[config.mk]
export PLATFORM = sky130hd
export DESIGN_NAME = execute_cycle_md
export DESIGN_NICKNAME = d
export VERILOG_FILES = /design/src/rtl/execute_cycle_md.sv
export SDC_FILE = /design/constraint.sdc
export NUM_CORES = 2
export LEC_CHECK = 0
export CAP_MARGIN = 30
export CORE_UTILIZATION = 69
export DETAILED_ROUTE_END_ITERATION = 7
export MAX_ROUTING_LAYER = met4
export PLACE_DENSITY_LB_ADDON = 0.2
export RECOVER_POWER = 100
export SYNTH_ARGS = -nofsm -noshare
export SYNTH_HDL_FRONTEND = slang
export SYNTH_SLANG_ARGS = --single-unit
[constraint.sdc]
create_clock -name clk -period 17.9 [get_ports clk]
set_clock_uncertainty 0.1 [all_clocks]
set_input_delay 1.79 -clock clk [delete_from_list [all_inputs] [get_ports clk]]
set_output_delay 1.79 -clock clk [all_outputs]
set_load 0.03 [all_outputs]
[src/rtl/execute_cycle_md.sv]
// RV32IM execute stage: operand forwarding, ALU with single-cycle multiply, iterative
// restoring divider, branch/jump resolution and the EX/MEM register feeding the memory stage.
module execute_cycle_md #(
    parameter int XLEN          = 32,
    parameter bit EARLY_SPECIAL = 1'b1
) (
    input  logic            clk,
    input  logic            rst,
    input  logic            RegWriteE,
    input  logic            MemWriteE,
    input  logic            ALUSrcE,
    input  logic            BranchE,
    input  logic            JumpE,
    input  logic [1:0]      ResultSrcE,
    input  logic [2:0]      BranchTypeE,
    input  logic [4:0]      ALUControlE,
    input  logic [XLEN-1:0] RD1_E,
    input  logic [XLEN-1:0] RD2_E,
    input  logic [XLEN-1:0] Imm_Ext_E,
    input  logic [XLEN-1:0] PCE,
    input  logic [XLEN-1:0] PCPlus4E,
    input  logic [4:0]      RD_E,
    input  logic [2:0]      LoadTypeE,
    input  logic [2:0]      StoreTypeE,
    input  logic [1:0]      ForwardA_E,
    input  logic [1:0]      ForwardB_E,
    input  logic [XLEN-1:0] ResultW,
    input  logic            FlushE,
    output logic            PCSrcE,
    output logic [XLEN-1:0] PCTargetE,
    output logic            StallE,
    output logic            RegWriteM,
    output logic            MemWriteM,
    output logic [1:0]      ResultSrcM,
    output logic [4:0]      RD_M,
    output logic [XLEN-1:0] PCPlus4M,
    output logic [XLEN-1:0] WriteDataM,
    output logic [XLEN-1:0] ALU_ResultM,
    output logic [2:0]      LoadTypeM,
    output logic [2:0]      StoreTypeM
);
    localparam logic [4:0] OP_SUB = 5'd1,  OP_AND = 5'd2,  OP_OR = 5'd3,  OP_XOR = 5'd4;
    localparam logic [4:0] OP_SLL = 5'd5,  OP_SRL = 5'd6,  OP_SRA = 5'd7, OP_SLT = 5'd8;
    localparam logic [4:0] OP_SLTU = 5'd9, OP_MUL = 5'd10, OP_MULH = 5'd11, OP_MULHSU = 5'd12;
    localparam logic [4:0] OP_MULHU = 5'd13, OP_DIV = 5'd14, OP_DIVU = 5'd15, OP_REM = 5'd16;
    localparam logic [4:0] OP_REMU = 5'd17;

    typedef enum logic [1:0] {IDLE = 2'd0, BUSY = 2'd1, DONE = 2'd2} state_t;

    state_t          state_q, state_d;
    logic [4:0]      cnt_q, cnt_d;
    logic [XLEN-1:0] quo_q, quo_d, rem_q, rem_d, dvs_q, dvs_d;
    logic            neg_quo_q, neg_quo_d, neg_rem_q, neg_rem_d;
    logic            dz_q, dz_d, is_rem_q, is_rem_d;
    logic            reg_write_q, reg_write_d, mem_write_q, mem_write_d;
    logic [1:0]      result_src_q, result_src_d;
    logic [4:0]      rd_q, rd_d;
    logic [XLEN-1:0] pc_plus4_q, pc_plus4_d, write_data_q, write_data_d;
    logic [XLEN-1:0] alu_result_q, alu_result_d;
    logic [2:0]      load_type_q, load_type_d, store_type_q, store_type_d;

    logic [XLEN-1:0] src_a_s, src_b_raw_s, src_b_s, alu_out_s, ex_result_s;
    logic [63:0]     mul_a_s, mul_b_s, mul_p_s;
    logic            mul_a_sgn_s, mul_b_sgn_s;
    logic            div_op_s, div_signed_s, div_is_rem_s, a_neg_s, b_neg_s;
    logic            div_zero_s, div_ovf_s, early_s, start_s, stall_s, bubble_s;
    logic [XLEN-1:0] a_mag_s, b_mag_s, special_res_s, div_res_s;
    logic [32:0]     part_s;
    logic            part_ge_s, cond_s, pc_src_s, idle_rst_s;
    logic [XLEN-1:0] pc_target_s;

    // Operand forwarding and immediate select.
    always_comb begin
        case (ForwardA_E)
            2'b01:   src_a_s = ResultW;
            2'b10:   src_a_s = alu_result_q;
            default: src_a_s = RD1_E;
        endcase
        case (ForwardB_E)
            2'b01:   src_b_raw_s = ResultW;
            2'b10:   src_b_raw_s = alu_result_q;
            default: src_b_raw_s = RD2_E;
        endcase
        if (ALUSrcE) src_b_s = Imm_Ext_E;
        else         src_b_s = src_b_raw_s;
    end

    // One 64-bit multiplier; operand sign extension picks the MULH* flavour.
    always_comb begin
        mul_a_sgn_s = (ALUControlE == OP_MULH) || (ALUControlE == OP_MULHSU);
        mul_b_sgn_s = (ALUControlE == OP_MULH);
        mul_a_s     = {{32{mul_a_sgn_s & src_a_s[31]}}, src_a_s};
        mul_b_s     = {{32{mul_b_sgn_s & src_b_s[31]}}, src_b_s};
        mul_p_s     = mul_a_s * mul_b_s;
    end

    // Divide operand preparation, special-case detection and early results.
    always_comb begin
        div_op_s      = (ALUControlE >= OP_DIV) && (ALUControlE <= OP_REMU);
        div_signed_s  = (ALUControlE == OP_DIV) || (ALUControlE == OP_REM);
        div_is_rem_s  = (ALUControlE == OP_REM) || (ALUControlE == OP_REMU);
        a_neg_s       = div_signed_s & src_a_s[31];
        b_neg_s       = div_signed_s & src_b_s[31];
        a_mag_s       = a_neg_s ? (32'd0 - src_a_s) : src_a_s;
        b_mag_s       = b_neg_s ? (32'd0 - src_b_s) : src_b_s;
        div_zero_s    = (src_b_s == 32'd0);
        div_ovf_s     = div_signed_s && (src_a_s == 32'h8000_0000) && (src_b_s == 32'hFFFF_FFFF);
        early_s       = EARLY_SPECIAL && div_op_s && (div_zero_s || div_ovf_s);
        if (div_zero_s) special_res_s = div_is_rem_s ? src_a_s : 32'hFFFF_FFFF;
        else            special_res_s = div_is_rem_s ? 32'd0 : 32'h8000_0000;
        start_s       = (state_q == IDLE) && div_op_s && !early_s && !FlushE;
        stall_s       = (start_s || (state_q == BUSY)) && !FlushE;
        part_s        = {rem_q, quo_q[31]};
        part_ge_s     = (part_s >= {1'b0, dvs_q});
        // A zero divisor yields an all-ones magnitude; force the quotient so its sign fixup cannot flip it.
        if (dz_q) div_res_s = is_rem_q ? (neg_rem_q ? 32'd0 - rem_q : rem_q) : 32'hFFFF_FFFF;
        else if (is_rem_q) div_res_s = neg_rem_q ? 32'd0 - rem_q : rem_q;
        else div_res_s = neg_quo_q ? 32'd0 - quo_q : quo_q;
    end

    // ALU operation select; the DONE state substitutes the divider result.
    always_comb begin
        case (ALUControlE)
            OP_SUB:    alu_out_s = src_a_s - src_b_s;
            OP_AND:    alu_out_s = src_a_s & src_b_s;
            OP_OR:     alu_out_s = src_a_s | src_b_s;
            OP_XOR:    alu_out_s = src_a_s ^ src_b_s;
            OP_SLL:    alu_out_s = src_a_s << src_b_s[4:0];
            OP_SRL:    alu_out_s = src_a_s >> src_b_s[4:0];
            OP_SRA:    alu_out_s = $signed(src_a_s) >>> src_b_s[4:0];
            OP_SLT:    alu_out_s = {31'd0, $signed(src_a_s) < $signed(src_b_s)};
            OP_SLTU:   alu_out_s = {31'd0, src_a_s < src_b_s};
            OP_MUL:    alu_out_s = mul_p_s[31:0];
            OP_MULH, OP_MULHSU, OP_MULHU: alu_out_s = mul_p_s[63:32];
            OP_DIV, OP_DIVU, OP_REM, OP_REMU: alu_out_s = special_res_s;
            default:   alu_out_s = src_a_s + src_b_s;
        endcase
        if (state_q == DONE) ex_result_s = div_res_s;
        else                 ex_result_s = alu_out_s;
    end

    // Branch condition and target; JALR clears bit 0 of the register-relative target.
    always_comb begin
        case (BranchTypeE)
            3'b000:  cond_s = (src_a_s == src_b_raw_s);
            3'b001:  cond_s = (src_a_s != src_b_raw_s);
            3'b100:  cond_s = ($signed(src_a_s) < $signed(src_b_raw_s));
            3'b101:  cond_s = ($signed(src_a_s) >= $signed(src_b_raw_s));
            3'b110:  cond_s = (src_a_s < src_b_raw_s);
            3'b111:  cond_s = (src_a_s >= src_b_raw_s);
            default: cond_s = 1'b0;
        endcase
        pc_src_s = (JumpE | (BranchE & cond_s)) & ~FlushE;
        if (JumpE && ALUSrcE) pc_target_s = (src_a_s + Imm_Ext_E) & 32'hFFFF_FFFE;
        else                  pc_target_s = PCE + Imm_Ext_E;
        idle_rst_s = (state_q == IDLE) && !rst;
        if (idle_rst_s) begin
            PCSrcE    = 1'b0;
            PCTargetE = 32'd0;
            StallE    = 1'b0;
        end else begin
            PCSrcE    = pc_src_s;
            PCTargetE = pc_target_s;
            StallE    = stall_s;
        end
    end

    // Divider FSM next state and restoring iteration.
    always_comb begin
        state_d   = state_q;
        cnt_d     = cnt_q;
        quo_d     = quo_q;
        rem_d     = rem_q;
        dvs_d     = dvs_q;
        neg_quo_d = neg_quo_q;
        neg_rem_d = neg_rem_q;
        dz_d      = dz_q;
        is_rem_d  = is_rem_q;
        case (state_q)
            IDLE: begin
                if (start_s) begin
                    state_d   = BUSY;
                    cnt_d     = 5'd0;
                    quo_d     = a_mag_s;
                    rem_d     = 32'd0;
                    dvs_d     = b_mag_s;
                    neg_quo_d = a_neg_s ^ b_neg_s;
                    neg_rem_d = a_neg_s;
                    dz_d      = div_zero_s;
                    is_rem_d  = div_is_rem_s;
                end else begin
                    state_d = IDLE;
                end
            end
            BUSY: begin
                if (FlushE) begin
                    state_d = IDLE;
                end else begin
                    rem_d   = part_ge_s ? (part_s[31:0] - dvs_q) : part_s[31:0];
                    quo_d   = {quo_q[30:0], part_ge_s};
                    cnt_d   = cnt_q + 5'd1;
                    state_d = (cnt_q == 5'd31) ? DONE : BUSY;
                end
            end
            DONE:    state_d = IDLE;
            default: state_d = IDLE;
        endcase
    end

    // EX/MEM register next value: bubble while stalled or flushed.
    always_comb begin
        bubble_s = stall_s | FlushE;
        if (bubble_s) begin
            reg_write_d = 1'b0;  mem_write_d = 1'b0;  result_src_d = 2'd0; rd_d = 5'd0;
            pc_plus4_d  = 32'd0; write_data_d = 32'd0; alu_result_d = 32'd0;
            load_type_d = 3'd0;  store_type_d = 3'd0;
        end else begin
            reg_write_d = RegWriteE;  mem_write_d = MemWriteE;     result_src_d = ResultSrcE;
            rd_d        = RD_E;       pc_plus4_d  = PCPlus4E;      write_data_d = src_b_raw_s;
            alu_result_d = ex_result_s; load_type_d = LoadTypeE;   store_type_d = StoreTypeE;
        end
    end

    // State and pipeline register update with synchronous active-low reset.
    always_ff @(posedge clk) begin
        if (!rst) begin
            state_q <= IDLE;  cnt_q <= 5'd0;  quo_q <= 32'd0;  rem_q <= 32'd0;  dvs_q <= 32'd0;
            neg_quo_q <= 1'b0; neg_rem_q <= 1'b0; dz_q <= 1'b0; is_rem_q <= 1'b0;
            reg_write_q <= 1'b0; mem_write_q <= 1'b0; result_src_q <= 2'd0; rd_q <= 5'd0;
            pc_plus4_q <= 32'd0; write_data_q <= 32'd0; alu_result_q <= 32'd0;
            load_type_q <= 3'd0; store_type_q <= 3'd0;
        end else begin
            state_q <= state_d;  cnt_q <= cnt_d;  quo_q <= quo_d;  rem_q <= rem_d;  dvs_q <= dvs_d;
            neg_quo_q <= neg_quo_d; neg_rem_q <= neg_rem_d; dz_q <= dz_d; is_rem_q <= is_rem_d;
            reg_write_q <= reg_write_d; mem_write_q <= mem_write_d; result_src_q <= result_src_d;
            rd_q <= rd_d; pc_plus4_q <= pc_plus4_d; write_data_q <= write_data_d;
            alu_result_q <= alu_result_d; load_type_q <= load_type_d; store_type_q <= store_type_d;
        end
    end

    assign RegWriteM   = reg_write_q;
    assign MemWriteM   = mem_write_q;
    assign ResultSrcM  = result_src_q;
    assign RD_M        = rd_q;
    assign PCPlus4M    = pc_plus4_q;
    assign WriteDataM  = write_data_q;
    assign ALU_ResultM = alu_result_q;
    assign LoadTypeM   = load_type_q;
    assign StoreTypeM  = store_type_q;
endmodule

==> flow_metrics.tcl, run 1 <==
set metrics [dict create \
    status "stopped before the end" \
    failed_stage "5_1_grt" \
    error "[ERROR GRT-0232] Routing congestion too high. Check the congestion heatmap in the GUI." \
    syn-instance-count 7923 \
    ys.flop_type "dfxtp_1" \
    grt_start_max_net_pins 84 \
    numPortBuffers 369 \
    ys_warn_count 0 \
    numCtsBuffers 24 \
    clkSinkCount 218 \
    start_util 0.697 \
    syn_avg_cell_area_um2 8.07 \
    track_usage 0.790 \
    ys_types 99 \
    antenna_found_initial 43 \
    dp_hpwl_um 232000 \
    ys_seq_elements 218 \
    async_flop_share 0 \
    postCtsResizedCells 0 \
    pre_cts_slack_ns 4.24 \
    post_cts_buffers 0 \
    cts_hold_buf 0 \
    std_cell_rows 111 \
    cts-root-buf "clkbuf_16" \
    htree_levels 1 \
    ys_seq_area_frac 0.0683 \
    overflow 154 \
    io_pins 370 \
    synth_fp_nets 9723 \
    fp.dieW_um 306 \
    syn_area_um2 63900 \
    synth_edf_count 0 \
    place_congestion 1.26 \
    cts_buffer_depth 3 \
    die_h_um 306 \
]
==> per-stage QoR <==
stage / instances / area (µm²) / util
after CTS: 9255 / 70100 / 0.765
after detailed placement: 9211 / 69300 / 0.756
after global placement: 9204 / 69100 / 0.754
after floorplan: 7923 / 63900 / -
==> cells by family after synthesis <==
kind of cell | after synthesis | synth area share
buf+inv | 1743 | 0.105
xor+xnor | 280 | 0.0384
fa+ha+maj | 1575 | 0.441
simple gates | 2415 | 0.166
flops | 218 | 0.0683
mux | 171 | 0.0272
compound gates | 1521 | 0.155
==> Yosys cell counts (15+ instances only) <==
master	instances	share of area
inv_1	1246	0.073
fa_1	1130	0.35
nand2_1	1061	0.062
nor2_1	737	0.043
ha_1	445	0.087
a21oi_1	363	0.028
o21ai_0	359	0.028
clkbuf_1	331	0.019
dfxtp_1	218	0.068
xnor2_1	162	0.022
mux2i_1	151	0.024
xor2_1	118	0.016
nor2b_1	98	0.0096
a21o_1	86	0.010
nor3_1	81	0.0063
a211oi_1	77	0.0090
buf_1	72	0.0042
nand3_1	72	0.0056
and2_1	69	0.0068
a31oi_1	67	0.0066
a22oi_1	65	0.0076
o211ai_1	56	0.0066
buf_2	54	0.0042
nand4_1	51	0.0050
a221oi_1	48	0.0066
nand2b_1	45	0.0044
o31ai_1	44	0.0052
o22ai_1	40	0.0039
o21a_1	38	0.0045
or3_1	38	0.0037
nor4_1	34	0.0033
o21bai_1	28	0.0033
o21ai_1	25	0.0020
a221o_1	23	0.0036
and3_1	23	0.0023
o221ai_1	23	0.0032
or2_2	21	0.0021
or4_1	21	0.0025
mux2_2	19	0.0033
o2111ai_1	15	0.0021
o41ai_1	15	0.0021
==> metal layers <==
| layer | overflow | global-route usage |
|---|---|---|
| met1 | 10 | 0.794 |
| met2 | 89 | 0.940 |
| met3 | 12 | 0.609 |
| met4 | 43 | 0.752 |
| met5 | - | - |
==> inputs of run 2 (changes only) <==
Settings changed: CORE_UTILIZATION 69 to 40, MAX_ROUTING_LAYER met4 to unset, PLACE_DENSITY_LB_ADDON 0.2 to 0.15.
==> run 2 against run 1 <==
Net effect:
- synthesized area stayed put
- synthesized cell count did not move
- the flow now finishes, with violations (max-capacitance violations, max-slew violations)
==> flow_metrics.tcl, run 2 <==
set metrics [dict create \
    rsz0062_at_grt "no" \
    via_per_inst 6.18 \
    yosys.area.top_type_share 0.354 \
    grtUsageMet3 0.143 \
    std_cell_rows 146 \
    fp.dieArea_um2 161000 \
    path_class "in -> reg" \
    ys_warn_count 0 \
    critPathSlowestCell "clkbuf_1" \
    hold_viol 0 \
    place_congestion 1.06 \
    numCtsBuffers 27 \
    cts_hold_buf 0 \
    drive_gt1_frac 0.0533 \
    grt_pass1_wl_um 476000 \
    totalWireLength_um 339000 \
    max_freq_mhz 63.2 \
    crit_arrival_ns 16.16 \
    ys.flop_type "dfxtp_1" \
    grt_start_max_net_pins 76 \
    final_nets 9885 \
    status "finished with violations" \
    post_drt_wl_per_cell_um 33.2 \
    crit_path_start_kind "input pin" \
    start_util 0.403 \
    tightest_slew_ns 3.88 \
    numPortBuffers 369 \
    synth_edf_count 0 \
    fin_setup_tns_ns 0 \
    synthTopCellsByArea "fa_1 (35%), ha_1 (8.7%), inv_1 (7.3%)" \
    dr_total_vias 63000 \
    ys_seq_area_frac 0.0683 \
    cp.required_ns 18.25 \
    overflow 0 \
    areaGrowthSynthToFinish_pct 11.9 \
    min_period_over_period 0.883 \
    drc 0 \
    met2_usage 0.595 \
    synth_fp_nets 9723 \
    syn-instance-count 7923 \
    clock_latency_ns 0.63 \
    ys_types 99 \
    ys_seq_elements 218 \
    drv_slew 391 \
    dp_hpwl_um 262000 \
    grt_pass1_vias 62400 \
    fin_ws_ns 2.09 \
    clkSlewWorstSetupHoldPaths_ns 0.07 \
    max_slew_margin -1.59 \
    end_kind "register" \
    crit_path_frequent_cell "fa_1" \
    cp_max_fo 70 \
    fin_crit_ns 15.81 \
    synth.top_cells.by_count "inv_1 (1,246), fa_1 (1,130), nand2_1 (1,061)" \
    final_cell_mix "inv_1 (1,243), fa_1 (1,129), nand2_1 (1,062)" \
    postCtsResizedCells 0 \
    top_usage_layer "met2" \
    global_route.usage.met1 0.535 \
    cts-root-buf "clkbuf_16" \
    core_um2 159000 \
    die_h_um 402 \
    htree_levels 1 \
    cts_buffer_depth 3 \
    layout_commonest_cell "inv_1" \
    worstHoldPathType "reg -> reg" \
    drtPass1Iterations 6 \
    cts_tree "yes" \
    track_usage 0.415 \
    drt-initial-drc-count 8108 \
    syn_avg_cell_area_um2 8.07 \
    synth_top_cell_by_area "fa_1" \
    async_flop_share 0 \
    fp.dieW_um 402 \
    finalSetupViolations 0 \
    io_pins 370 \
    clkSinkCount 218 \
    syn_area_um2 63900 \
    antenna_found_initial 38 \
    violations "max-capacitance violations, max-slew violations" \
    max_cap_violations 10 \
    pre_cts_slack_ns 3.73 \
    postRouteAntennaNets 0 \
    yosysMostFrequentCell "inv_1" \
    post_cts_buffers 0 \
    cpPeakStageDelay_ns 2.66 \
]
==> run 2: cell counts after synthesis <==
No cell type changed its count.
==> run 2: worst paths after layout <==
path / from / end / slack, ns / cells after the start
max: ALUSrcE / ALU_ResultM[21]$_SDFF_PP0_ / 2.09 / 33
min: cnt_q[4]$_SDFFE_PN0P_ / cnt_q[4]$_SDFFE_PN0P_ / 0.36 / 2
max reg2reg: ALU_ResultM[2]$_SDFF_PP0_ / ALU_ResultM[21]$_SDFF_PP0_ / 5.44 / 30
min reg2reg: cnt_q[4]$_SDFFE_PN0P_ / cnt_q[4]$_SDFFE_PN0P_ / 0.36 / 2
==> run 2: routing by layer <==
layer  up-vias  wire (µm)
met2      4369     138000
met4        28      25400
li1      25900          -
met5         -        184
met3      1051      44200
met1     31600     130000
==> run 2: area by class of cell <==
cell class                 instances  area, µm²
inverter                        1270       4770
sequential                       218       4360
multi-input combinational       5962      53400
timing repair buffer             606       5500
fill                           16000      87000
clock buffer                      35        746
clock inverter                    11        133
tap                             2072       2590
antenna                           19       47.5
==> run 2: per-stage QoR <==
step / std cells / cell area (µm²) / utilization / hold slack, ns
2_1_floorplan: 7923 / 63900 / - / 0.335
3_3_place_gp: 10100 / 70600 / 0.445 / 0.349
3_5_place_dp: 10100 / 70700 / 0.446 / 0.352
4_1_cts: 10200 / 71600 / 0.451 / 0.360
5_1_grt: 10200 / 71500 / 0.451 / 0.392
6_report: 10200 / 71600 / 0.451 / 0.356
==> run 2: kinds of logic (layout without fill, tap and decap cells) <==
logic type	after synthesis	after routing	share of synthesized area
multiplexers	171	171	0.0272
AO/OA/AOI/OAI	1521	1521	0.155
adder cells (fa/ha/maj)	1575	1575	0.441
XOR/XNOR	280	280	0.0384
buffers and inverters	1743	1922	0.105
flip-flops	218	218	0.0683
other	0	19	0
AND/OR/NAND/NOR	2415	2415	0.166
==> run 2: critical path, delay by kind of cell <==
family | cells | cell delay, ns
adder cells (fa/ha/maj) | 10 | 4.85
AND/OR/NAND/NOR | 6 | 1.18
AO/OA/AOI/OAI | 5 | 2.95
XOR/XNOR | 1 | 0.15
buffers and inverters | 11 | 5.08
Power of run 2 is left out: the tool's default activity adds up to more than one toggle a clock period on the data nets, which glitch-free logic cannot reach.
